$ cat src/rtl/divtc_pkg.sv
// Shared definitions for the seq_div_tc sequential two's-complement divider.
//   DIVTC_N_DEF   : default operand width N
//   divtc_state_e : controller states IDLE -> DIV -> FIX -> DONE
//   clog2()       : counter width helper for elaboration-time sizing
package divtc_pkg;

    localparam int DIVTC_N_DEF = 4;

    typedef enum logic [1:0] {
        IDLE = 2'd0,
        DIV  = 2'd1,
        FIX  = 2'd2,
        DONE = 2'd3
    } divtc_state_e;

    function automatic int clog2(input int v);
        int r;
        r = 0;
        for (int i = 0; i < 31; i++) begin
            if ((1 << i) < v) begin
                r = i + 1;
            end
        end
        return r;
    endfunction

endpackage

$ cat src/rtl/divtc_abs.sv
// Combinational conditional negate for W-bit two's-complement values.
// Used both as an absolute-value unit (neg tied to the sign bit) and as the
// sign-correction stage for the quotient and remainder.
//   val [W-1:0] in  : operand
//   neg         in  : 1 = output the two's-complement negation of val
//   res [W-1:0] out : val or -val; the most negative input maps to its
//                     unsigned magnitude 2^(W-1), which is the same bit pattern
module divtc_abs #(
    parameter int W = 8
) (
    input  logic [W-1:0] val,
    input  logic         neg,
    output logic [W-1:0] res
);

    assign res = neg ? (~val + W'(1)) : val;

endmodule

$ cat src/rtl/seq_div_tc.sv
// Sequential two's-complement divider: 2N-bit signed dividend A by N-bit
// signed divisor B, producing an N-bit quotient truncated toward zero and an
// N-bit remainder carrying the sign of A. Restoring division on magnitudes,
// one quotient bit per clock, Start/Busy/Done handshake.
// Optional feature macro: DIVTC_OVF_CHECK_EN (quotient overflow detection;
// when undefined Ovf is tied low and out-of-range quotients are undefined).
//   Clk      in  : clock, rising edge
//   Reset_n  in  : asynchronous active-low reset
//   Start    in  : operation request, sampled only in IDLE
//   A [2N]   in  : signed dividend, captured with Start
//   B [N]    in  : signed divisor, captured with Start
//   Busy     out : high in DIV and FIX
//   Done     out : one-cycle pulse, results valid from this cycle
//   Q [N]    out : signed quotient
//   R [N]    out : signed remainder
//   DivZero  out : divisor of last accepted op was zero
//   Ovf      out : quotient did not fit the signed N-bit range
module seq_div_tc
    import divtc_pkg::*;
#(
    parameter int N = DIVTC_N_DEF
) (
    input  logic           Clk,
    input  logic           Reset_n,
    input  logic           Start,
    input  logic [2*N-1:0] A,
    input  logic [N-1:0]   B,
    output logic           Busy,
    output logic           Done,
    output logic [N-1:0]   Q,
    output logic [N-1:0]   R,
    output logic           DivZero,
    output logic           Ovf
);

    localparam int CW = (N > 1) ? clog2(N) : 1;
`ifdef DIVTC_OVF_CHECK_EN
    localparam logic [N-1:0] Q_POS_MAX = {1'b0, {(N-1){1'b1}}};
    localparam logic [N-1:0] Q_NEG_MAX = {1'b1, {(N-1){1'b0}}};
`endif

    divtc_state_e  state_q, state_d;
    logic [CW-1:0] cnt_q, cnt_d;
    logic          sa_q, sa_d;
    logic          sb_q, sb_d;
    logic          bz_q, bz_d;
    logic [N-1:0]  alo_q, alo_d;     // low half of |A|, fed into P one bit per cycle
    logic [N-1:0]  absb_q, absb_d;
    logic [N-1:0]  araw_q, araw_d;   // raw A[N-1:0], returned as R on divide-by-zero
    logic [N:0]    p_q, p_d;         // partial remainder
    logic [N-1:0]  qm_q, qm_d;       // quotient magnitude, shifted in MSB first
    logic [N-1:0]  q_q, q_d;
    logic [N-1:0]  r_q, r_d;
    logic          dz_q, dz_d;
    logic          ovf_q, ovf_d;
`ifdef DIVTC_OVF_CHECK_EN
    logic          hi_q, hi_d;       // top half of |A| already >= |B|: quotient exceeds N bits
    logic          ovf_now;
`endif

    logic [2*N-1:0] abs_a;
    logic [N-1:0]   abs_b;
    logic [N-1:0]   q_fix;
    logic [N-1:0]   r_fix;
    logic [N:0]     p_shift;
    logic [N:0]     p_sub;
    logic           ge;

    divtc_abs #(.W(2*N)) u_abs_a (.val(A),              .neg(A[2*N-1]),     .res(abs_a));
    divtc_abs #(.W(N))   u_abs_b (.val(B),              .neg(B[N-1]),       .res(abs_b));
    divtc_abs #(.W(N))   u_fix_q (.val(qm_q),           .neg(sa_q ^ sb_q),  .res(q_fix));
    divtc_abs #(.W(N))   u_fix_r (.val(p_q[N-1:0]),     .neg(sa_q),         .res(r_fix));

    // One restoring step: bring down the next dividend bit, subtract if it fits.
    assign p_shift = {p_q[N-1:0], alo_q[cnt_q]};
    assign ge      = (p_shift >= {1'b0, absb_q});
    assign p_sub   = p_shift - {1'b0, absb_q};

    always_comb begin
        state_d = state_q;
        cnt_d   = cnt_q;
        sa_d    = sa_q;
        sb_d    = sb_q;
        bz_d    = bz_q;
        alo_d   = alo_q;
        absb_d  = absb_q;
        araw_d  = araw_q;
        p_d     = p_q;
        qm_d    = qm_q;
        q_d     = q_q;
        r_d     = r_q;
        dz_d    = dz_q;
        ovf_d   = ovf_q;
`ifdef DIVTC_OVF_CHECK_EN
        hi_d    = hi_q;
        ovf_now = 1'b0;
`endif

        case (state_q)
            IDLE: begin
                if (Start) begin
                    state_d = DIV;
                    cnt_d   = CW'(N-1);
                    sa_d    = A[2*N-1];
                    sb_d    = B[N-1];
                    bz_d    = (B == '0);
                    alo_d   = abs_a[N-1:0];
                    absb_d  = abs_b;
                    araw_d  = A[N-1:0];
                    p_d     = {1'b0, abs_a[2*N-1:N]};
                    qm_d    = '0;
`ifdef DIVTC_OVF_CHECK_EN
                    hi_d    = (abs_a[2*N-1:N] >= abs_b);
`endif
                end
            end
            DIV: begin
                p_d  = ge ? p_sub : p_shift;
                qm_d = {qm_q[N-2:0], ge};
                if (cnt_q == '0) begin
                    state_d = FIX;
                end else begin
                    cnt_d = cnt_q - 1'b1;
                end
            end
            FIX: begin
                state_d = DONE;
                if (bz_q) begin
                    q_d   = '1;
                    r_d   = araw_q;
                    dz_d  = 1'b1;
                    ovf_d = 1'b0;
                end else begin
                    q_d   = q_fix;
                    r_d   = r_fix;
                    dz_d  = 1'b0;
                    ovf_d = 1'b0;
`ifdef DIVTC_OVF_CHECK_EN
                    // A negative result may reach magnitude 2^(N-1); a positive one may not.
                    ovf_now = hi_q | ((sa_q ^ sb_q) ? (qm_q > Q_NEG_MAX) : (qm_q > Q_POS_MAX));
                    ovf_d   = ovf_now;
                    if (ovf_now) begin
                        q_d = '0;
                        r_d = '0;
                    end
`endif
                end
            end
            DONE: begin
                state_d = IDLE;
            end
            default: begin
                state_d = IDLE;
            end
        endcase
    end

    always_ff @(posedge Clk or negedge Reset_n) begin
        if (!Reset_n) begin
            state_q <= IDLE;
            cnt_q   <= '0;
            sa_q    <= 1'b0;
            sb_q    <= 1'b0;
            bz_q    <= 1'b0;
            alo_q   <= '0;
            absb_q  <= '0;
            araw_q  <= '0;
            p_q     <= '0;
            qm_q    <= '0;
            q_q     <= '0;
            r_q     <= '0;
            dz_q    <= 1'b0;
            ovf_q   <= 1'b0;
`ifdef DIVTC_OVF_CHECK_EN
            hi_q    <= 1'b0;
`endif
        end else begin
            state_q <= state_d;
            cnt_q   <= cnt_d;
            sa_q    <= sa_d;
            sb_q    <= sb_d;
            bz_q    <= bz_d;
            alo_q   <= alo_d;
            absb_q  <= absb_d;
            araw_q  <= araw_d;
            p_q     <= p_d;
            qm_q    <= qm_d;
            q_q     <= q_d;
            r_q     <= r_d;
            dz_q    <= dz_d;
            ovf_q   <= ovf_d;
`ifdef DIVTC_OVF_CHECK_EN
            hi_q    <= hi_d;
`endif
        end
    end

    assign Busy    = (state_q == DIV) || (state_q == FIX);
    assign Done    = (state_q == DONE);
    assign Q       = q_q;
    assign R       = r_q;
    assign DivZero = dz_q;
    assign Ovf     = ovf_q;

endmodule

$ cat config.mk
export PLATFORM = sky130hd
export DESIGN_NAME = seq_div_tc
export DESIGN_NICKNAME = d
export VERILOG_FILES = /design/src/rtl/divtc_pkg.sv /design/src/rtl/divtc_abs.sv /design/src/rtl/seq_div_tc.sv
export SDC_FILE = /design/constraint.sdc
export NUM_CORES = 1
export LEC_CHECK = 0
export BUFFER_PORTS_ARGS = -buffer_cell sky130_fd_sc_hd__buf_2
export CORE_ASPECT_RATIO = 1.4
export CORE_UTILIZATION = 60
export DETAILED_ROUTE_END_ITERATION = 6
export PLACE_DENSITY = 0.82
export SKIP_CTS_REPAIR_TIMING = 1
export SYNTH_ARGS = -nofsm -noshare
export SYNTH_HDL_FRONTEND = slang
export SYNTH_SLANG_ARGS = --single-unit
$ cat constraint.sdc
create_clock -name Clk -period 6.8 [get_ports Clk]
set_clock_uncertainty 0.2 [all_clocks]
set_input_delay 1.02 -clock Clk [delete_from_list [all_inputs] [get_ports Clk]]
set_output_delay 1.02 -clock Clk [all_outputs]
set_load 0.1 [all_outputs]
After elaboration in Yosys (flattened, before gate mapping)
Index checks and enable logic that the tools add are counted.
Storage, ports and cells
  input bits: 15
  output and inout bits: 12
  bits in registers: 36
Operators by class
  $lt $le $gt $ge: 2
  multiplexer cells: 20
  add/subtract/negate cells: 6
  reduce and logical (&&, ||, !) cells: 9
  bitwise logic cells: 5
  eq/ne operators: 6
Operator list (count)
  $mux W4: 8
  $pmux W4 S2: 2
  $add A4 B1 Y4 const B: 3
  $not A4 Y4: 3
  $add A8 B1 Y8 const B: 1
  $mux W2: 4
  $mux W8: 1
  $not A8 Y8: 1
  $pmux W2 S4: 1
  $ne A2 B2 Y1 const B: 3
  $reduce_and A2 Y1: 3
  $ge A5 B4 Y1: 1
  $eq A2 B2 Y1 const B: 2
  $logic_not A2 Y1: 2
  $logic_not A4 Y1: 1
  $pmux W2 S2: 1
  $sub A4 B4 Y4: 1
  $lt A2 B3 Y1 const B: 1
  $reduce_and A3 Y1: 1
  $bmux W1 S2: 1
  $eq A2 B1 Y1 const B: 1
  $mux W1: 2
  $reduce_bool A2 Y1: 1
  $sub A2 B1 Y2 const B: 1
  other kinds (2): 2

Longest topological paths before layout
Gate-level depths: netlist (run 1).
  depth in word-level cells: 5
  gate-level depth with buffers: 8

Hierarchy
A second synthesis (run 1) with hierarchy kept.
Unflattened totals
  cells, all modules: 241
  area, all modules: 2364.8 um2
Modules (own cells, without submodules)
  seq_div_tc: area each 1975.6 um2, cells each 190, instances 1
  divtc_abs (u_abs_b ...): area each 72.6 um2, cells each 10, instances 3
  divtc_abs (u_abs_a): area each 171.4 um2, cells each 21, instances 1

Worst setup path after synthesis (run 1)
OpenSTA, ideal clock, no wires.
  path kind: reg2out
  from: reg state_q[0]
  to: out Busy
  required time: 5580 ps
  arrival time: 1286 ps
  cell stages (with the launch flop): 3
  buffers on the path: 0
  slack: 4294 ps
  path through: dfrtp_1 -> inv_1 -> ha_1
On the way
  cells in the longest elaborated chain, start to end: 2
RTL lines
  from (decl): line seq_div_tc.sv:42  | divtc_state_e state_q, state_d;
  from (signal assigned): line seq_div_tc.sv:178  | state_q <= state_d;
  $eq A2 B1 Y1 / $eq A2 B2 Y1 (equally long branches): line seq_div_tc.sv:198  | assign Busy = (state_q == DIV) || (state_q == FIX);
  $logic_or A1 B1 Y1 *: line seq_div_tc.sv:198
  to (decl): line seq_div_tc.sv:28  | output logic Busy,
Mark *: on every way between the ends. The rest lies on a longest branch, timed or not.

Final worst setup path (run 1)
  from: reg state_q[1]
  to: out Busy
The elaborated chain is that of the path after synthesis.

==> results of run 1 <==
metrics by stage:
step | std cells | worst slack [ns] | hold WS, ns
2_1_floorplan | 219 | 4.294 | 0.2446
3_3_place_gp | 275 | 4.131 | 0.2603
3_5_place_dp | 275 | 4.068 | 0.2728
4_1_cts | 283 | 4.086 | 0.2883
5_1_grt | 283 | 4.021 | 0.3301
6_report | 283 | 4.091 | 0.2863
routing by layer:
metal	track usage, %	wire, µm
met5	0	0
met3	9.224	226
met4	15.50	163
met2	44.16	2211
met1	29.29	1809
state kept, by name, indices dropped and copies added (netlist names), 2 cells and up:
name,cells
p_q,4
R,4
state_q,2
Q,4
araw_q,3
absb_q,4
qm_q,4
cnt_q,2
alo_q,4
final cells by class:
| class | count | area (µm²) | area share, % |
|---|---|---|---|
| repair buffers | 25 | 125.1 | 5.269 |
| inverters | 18 | 67.56 | 2.845 |
| clock buffers | 6 | 82.58 | 3.477 |
| flip-flops and latches | 35 | 875.8 | 36.88 |
| well taps | 40 | 50.05 | 2.107 |
| clock inverters | 2 | 35.03 | 1.475 |
| multi-input cells | 157 | 1139 | 47.95 |
worst reg2reg max path, cell delays in order (launching register included):
cell	delay (ns)
dfrtp_1	0.42
mux4_2	0.53
inv_1	0.11
ha_1	0.24
nand2b_1	0.16
a211oi_2	0.31
o21ai_2	0.17
mux2_4	0.32
a31oi_1	0.16
cell families after synthesis:
kind of cell	share of synthesized area (%)
muxes	9.788
other	0.1767
adders and majority gates	9.198
DFF	41.27
and+or+nand+nor	13.56
AOI/OAI and AO/OA	15.57
xor gates and xnor gates	5.366
buffers and inverters	5.071
synthesized netlist by cell type (2+ instances only):
library cell	number
a21oi_1	9
a31oi_1	3
a32oi_1	2
buf_2	2
clkbuf_1	5
dfrtp_1	35
ha_1	14
inv_1	18
mux2_2	8
mux2i_1	8
nand2_1	21
nand3_1	3
nor2_1	16
nor2b_1	3
nor3_1	4
o21ai_0	18
o21ai_1	4
o21ai_2	2
o22ai_1	2
o31ai_1	3
xnor2_1	6
xor2_1	7
worst max-delay path by stage:
| stage | from | end | slack, ns | depth (start not counted) |
|---|---|---|---|---|
| floorplan | state_q[0] | Busy | 4.29 | 2 |
| global placement | A[0] | p_q[2] | 4.13 | 8 |
| detailed placement | A[1] | p_q[2] | 4.07 | 8 |
| CTS | state_q[0] | Busy | 4.09 | 3 |
| global route | state_q[0] | Busy | 4.02 | 3 |
| finish | state_q[1] | Busy | 4.09 | 3 |
==> reports/qor.yml, run 1 <==
drv_slew: 0
ant_nets: 0
fillers: 284
path_class: "reg -> out"
synth_top_area_share_pct: 41.27
dr.pass1.iters: 4
ff2ff_path_depth: 8
grt_pass1_vias: 1639
synth_cells: 219
path_max_fanout: 4
drive_above_1_share_pct: 21.81
hold_viol_final: 0
cp.arrival_ns: 1.49
min_path_type: "reg -> reg"
final_cell_mix: "dfrtp_1, buf_2, nand2_1, inv_1, o21ai_0"
place_area_mm2: 0.002257
regToRegSetupSlack_ns: 4.10
rsz0062_at_grt: "no"
synth_top_area_cell: "dfrtp_1"
route.detailed.drc: 0
synth.cell_area_mm2: 0.002122
grtUsageTotal_pct: 26.80
insertion_delay_ns: 0.29
gp_congestion: 0.8103
max_stage_delay_ns: 0.42
synthTopCellsByArea: "dfrtp_1, ha_1, o21ai_0"
drv_cap: 0
dieArea_mm2: 0.003782
grt_max_degree: 36
holdPathStages: 2
synth.distinct_cells: 48
yosys_warnings: 0
slew_headroom_pct: 46.58
fin_crit_ns: 2.709
cts.sinks: 35
async_flop_share_pct: 100.0
drt-total-wl_um: 4411
cts.clk_slew.worst_paths_ns: 0.08
fin_tns_setup_ns: 0
wl_per_cell_um: 15.59
crit_family: "buffers and inverters"
fp-row-count: 25
crit_path_start_kind: "flip-flop"
clock-root-buffer: "clkbuf_8"
cts_made_buffers: 5
fmax_mhz: 369.2
htree_levels: 2
vias: 1611
final_common_cell: "dfrtp_1"
synth_edf_count: 0
crit_buf_inv: 2
worst_slew_pin_slew_ns: 0.8013
dp_hpwl_um: 3189
crit_required_ns: 5.58
die_w_um: 52.26
slowest_stage: "buf_2"
overflow: 0
cts_tree: "built"
drtIter0Drc: 31
status: "finished, final reports clean"
mappedNetlistNets: 249
io_pins: 27
endpoint_kind: "output port"
grt_pass1_wl_um: 7279
coreArea_mm2: 0.003378
setup_viol: 0
io_buffer_count: 25
ys_seq_area_share_pct: 41.27
utilization_pct: 70.30
worstHoldEndpoint: "absb_q[1]"
ys_ff_latch: 35
area_growth_pct: 11.91
diodes: 0
worstPathCellList: "inv_1 -> ha_1 -> buf_2"
final_nets: 272
stdcell_area_mm2: 0.002375
die_h_um: 72.37
min_from: "absb_q[1]"
min_period_over_period_pct: 39.83
r2r_end: "p_q[0]"
initial_core_util_pct: 62.81
avgSynthCellArea_um2: 9.690
cts_buffer_depth: 2
viasPerCell: 5.693
ys.flop_type: "dfrtp_1"
antenna_found_initial: 0
r2r_start: "cnt_q[0]"
Power of run 1 is not shown: default switching activity piles up to over one toggle a cycle in this logic, so the estimate is an artifact.
==> inputs of run 2 (changes only) <==
- CORE_UTILIZATION: 60 -> 52
- PLACE_DENSITY: 0.82 -> 0.76
- clock period: 6.8 -> 2.15 ns (I/O delays scaled with it)
==> reports/qor.yml, run 2 (synthesis gave the netlist of run 1 again) <==
status: "finished with violations"
violations: "setup timing"
dr.pass1.iters: 5
io_pins: 27
drt-total-wl_um: 4272
io_buffer_count: 25
slew_headroom_pct: 48.95
insertion_delay_ns: 0.28
route.detailed.drc: 0
setup_viol: 5
clock-root-buffer: "clkbuf_8"
path_max_fanout: 3
grt_pass1_wl_um: 7307
cts_buffer_depth: 2
cts_tree: "built"
gp_congestion: 0.8792
fp-row-count: 27
fillers: 323
dieArea_mm2: 0.004344
htree_levels: 2
dp_hpwl_um: 3224
drv_cap: 0
grtUsageTotal_pct: 21.60
fmax_mhz: 417.7
setup_ws_ns: -0.2438
final_cell_mix: "dfrtp_1, buf_2, nand2_1, o21ai_0, inv_1"
path_class: "reg -> reg"
overflow: 0
rsz0062_at_grt: "yes"
area_growth_pct: 16.16
dp_slack_ns: -0.3008
hold_viol_final: 0
fin_crit_ns: 2.394
cts_made_buffers: 5
drive_above_1_share_pct: 25.69
grt_max_degree: 36
drtIter0Drc: 84
antenna_found_initial: 0
multi_input_area_mm2: 0.001184
final_nets: 282
cts.sinks: 35
worst_slew_pin_slew_ns: 0.7658
viasPerCell: 5.730
final_common_cell: "dfrtp_1"
vias: 1696
coreArea_mm2: 0.003919
die_w_um: 55.99
cts.clk_slew.worst_paths_ns: 0.07
grt_pass1_vias: 1575
min_path_type: "in -> reg"
final-seq-area_um2: 875.8
min_period_over_period_pct: 111.3
cp.arrival_ns: 2.36
crit_path_start_kind: "flip-flop"
diodes: 0
initial_core_util_pct: 54.15
final_cells: 296
dp.cells: 286
drv_slew: 0
wl_per_cell_um: 14.43
crit_required_ns: 2.12
die_h_um: 77.59
ant_nets: 0
endpoint_kind: "flip-flop"
[run 2: cell count changes in the layout (fill, tap and decap cells not counted), sizes merged]
| cell | previous run | this run |
|---|---|---|
| buf | 25 | 34 |
| bufinv | 1 | 0 |
| clkbuf | 6 | 7 |
| dlygate4sd3 | 0 | 1 |
[run 2: critical path, stage by stage (launching register included)]
cell	delay, ns
dfrtp_1	0.37
mux4_2	0.52
inv_2	0.09
ha_4	0.19
nand2b_4	0.14
a211oi_4	0.22
o21ai_2	0.11
buf_4	0.16
a32oi_1	0.19
o21ai_1	0.08
[run 2: worst paths after layout]
| kind | startpoint | end | slack, ns | depth (start not counted) |
|---|---|---|---|---|
| hold reg to reg | absb_q[2] | absb_q[2] | 0.28 | 2 |
| setup / recovery | cnt_q[0] | qm_q[0] | -0.24 | 9 |
| min in group asynchronous | Reset_n | Q[2] | 0.44 | 2 |
| setup reg to reg | cnt_q[0] | qm_q[0] | -0.24 | 9 |
| max in group asynchronous | Reset_n | absb_q[3] | 0.81 | 2 |
| hold / removal | A[3] | araw_q[3] | 0.13 | 2 |
[run 2: layer usage]
layer | track usage (%) | share of wire [%]
met1 | 26.85 | 44
met2 | 36.19 | 50
met3 | 4.667 | 3.2
met4 | 8.780 | 2.8
met5 | 0 | 0
[run 2: layout make-up]
type                       instances  area share (%)
inverter                          18           2.741
tap                               43           2.183
clock buffer                       7           3.096
clock inverter                     1          0.2030
sequential                        35           35.53
multi-input combinational        157           48.02
timing repair buffer              35           8.223
[run 2: per-stage QoR]
step | setup TNS (ns) | hold WS [ns] | instance area, µm² | util, %
after floorplan | -0.4557 | -0.1731 | 2150 | -
after global placement | -0.8459 | 0.2435 | 2349 | 59.93
after detailed placement | -1.120 | 0.2447 | 2349 | 59.93
after CTS | -1.184 | -0.06500 | 2430 | 62.01
after global routing | -1.293 | 0.1368 | 2465 | 62.90
final | -0.8857 | 0.1347 | 2465 | 62.90
Power of run 2 is left out for the same reason.
==> inputs of run 3 (changes only) <==
- CORE_UTILIZATION: 52 -> 54
- CTS_BUF_LIST: unset -> sky130_fd_sc_hd__clkbuf_8
- PLACE_DENSITY: 0.76 -> 0.78
==> reports/qor.yml, run 3 (synthesis gave the netlist of run 1 again) <==
dieArea_mm2: 0.004188
drv_cap: 0
crit_start: "cnt_q[0]"
drv_slew: 0
setup_viol: 5
fp-row-count: 26
drt-total-wl_um: 4257
ant_nets: 0
fin_tns_setup_ns: -0.8918
final_common_cell: "dfrtp_1"
worstPathCellList: "mux4_2 -> inv_2 -> ha_4 -> nand2b_4 -> a211oi_4 -> o21ai_2 -> buf_4 -> a32oi_1 -> o21ai_1"
path_class: "reg -> reg"
regToRegSetupSlack_ns: -0.23
grt_pass1_vias: 1525
hold_viol_final: 0
antenna_found_initial: 0
crit_path_start_kind: "flip-flop"
overflow: 0
violations: "setup timing"
vias: 1654
insertion_delay_ns: 0.29
initial_core_util_pct: 57.22
fin_crit_ns: 2.382
die_w_um: 54.98
min_period_over_period_pct: 110.8
r2r_end: "qm_q[0]"
coreArea_mm2: 0.003709
path_max_fanout: 3
dp_hpwl_um: 3218
ff2ff_path_depth: 9
rsz0062_at_grt: "yes"
status: "finished with violations"
worst_slew_pin_slew_ns: 0.7835
crit_family: "compound AO/OA/AOI/OAI gates"
critPathCapture: "qm_q[0]"
area_growth_pct: 17.69
cts_tree: "built"
final_nets: 284
final_cell_mix: "dfrtp_1, buf_2, nand2_1, o21ai_0, inv_1"
gp_congestion: 0.7951
drtIter0Drc: 29
io_pins: 27
grt_max_degree: 36
fmax_mhz: 419.9
r2r_start: "cnt_q[0]"
die_h_um: 76.17
viasPerCell: 5.569
grt_pass1_wl_um: 7024
clock-root-buffer: "clkbuf_8"
diodes: 0
htree_levels: 2
fillers: 325
cts.clk_slew.worst_paths_ns: 0.07
grtUsageTotal_pct: 23.21
setup_ws_ns: -0.2317
endpoint_kind: "flip-flop"
cp.arrival_ns: 2.36
worst-path-stages: 9
wl_per_cell_um: 14.33
cts.sinks: 35
crit_buf_inv: 2
slew_headroom_pct: 47.77
route.detailed.drc: 0
io_buffer_count: 25
max_stage_delay_ns: 0.51
dr.pass1.iters: 4
crit_required_ns: 2.12
drive_above_1_share_pct: 26.27
cts_made_buffers: 5
place_area_mm2: 0.002362
stdcell_area_mm2: 0.002497
slowest_stage: "mux4_2"
holdPathStages: 2
utilization_pct: 67.34
cts_buffer_depth: 2
min_path_type: "in -> reg"
## run 3: cell count changes in the layout (fill, tap and decap cells not counted), sizes merged
cell	delta
buf	+2
bufinv	+1
clkbuf	-1
## run 3: per-layer routing
| layer | global-route usage, % | share of wire, % |
|---|---|---|
| met1 | 28.02 | 42 |
| met2 | 38.31 | 52 |
| met3 | 5.988 | 3.9 |
| met4 | 8.000 | 2.0 |
| met5 | 0 | 0 |
## run 3: worst min path at each step
stage,to,from
after floorplan,DivZero,Reset_n
after global placement,Q[1],Reset_n
after detailed placement,Q[1],Reset_n
after CTS,alo_q[3],Reset_n
after global routing,araw_q[3],A[3]
final,araw_q[3],A[3]
## run 3: cell type report
| class | count | area [µm²] | share of cell area, % |
|---|---|---|---|
| multi-input cells | 157 | 1166 | 46.69 |
| flip-flops and latches | 35 | 875.8 | 35.07 |
| repair buffers | 37 | 217.7 | 8.717 |
| clock buffers | 6 | 82.58 | 3.307 |
| inverters | 18 | 67.56 | 2.705 |
| well taps | 42 | 52.55 | 2.104 |
| clock inverters | 2 | 35.03 | 1.403 |
## run 3: through the flow
stage / hold slack, ns / std cells / setup slack (ns)
2_1_floorplan: -0.1731 / 219 / -0.2148
3_3_place_gp: 0.2405 / 287 / -0.1930
3_5_place_dp: 0.2562 / 287 / -0.2502
4_1_cts: -0.05623 / 295 / -0.2673
5_1_grt: 0.1241 / 297 / -0.3123
6_report: 0.1316 / 297 / -0.2317
Power of run 3 is left out for the same reason.
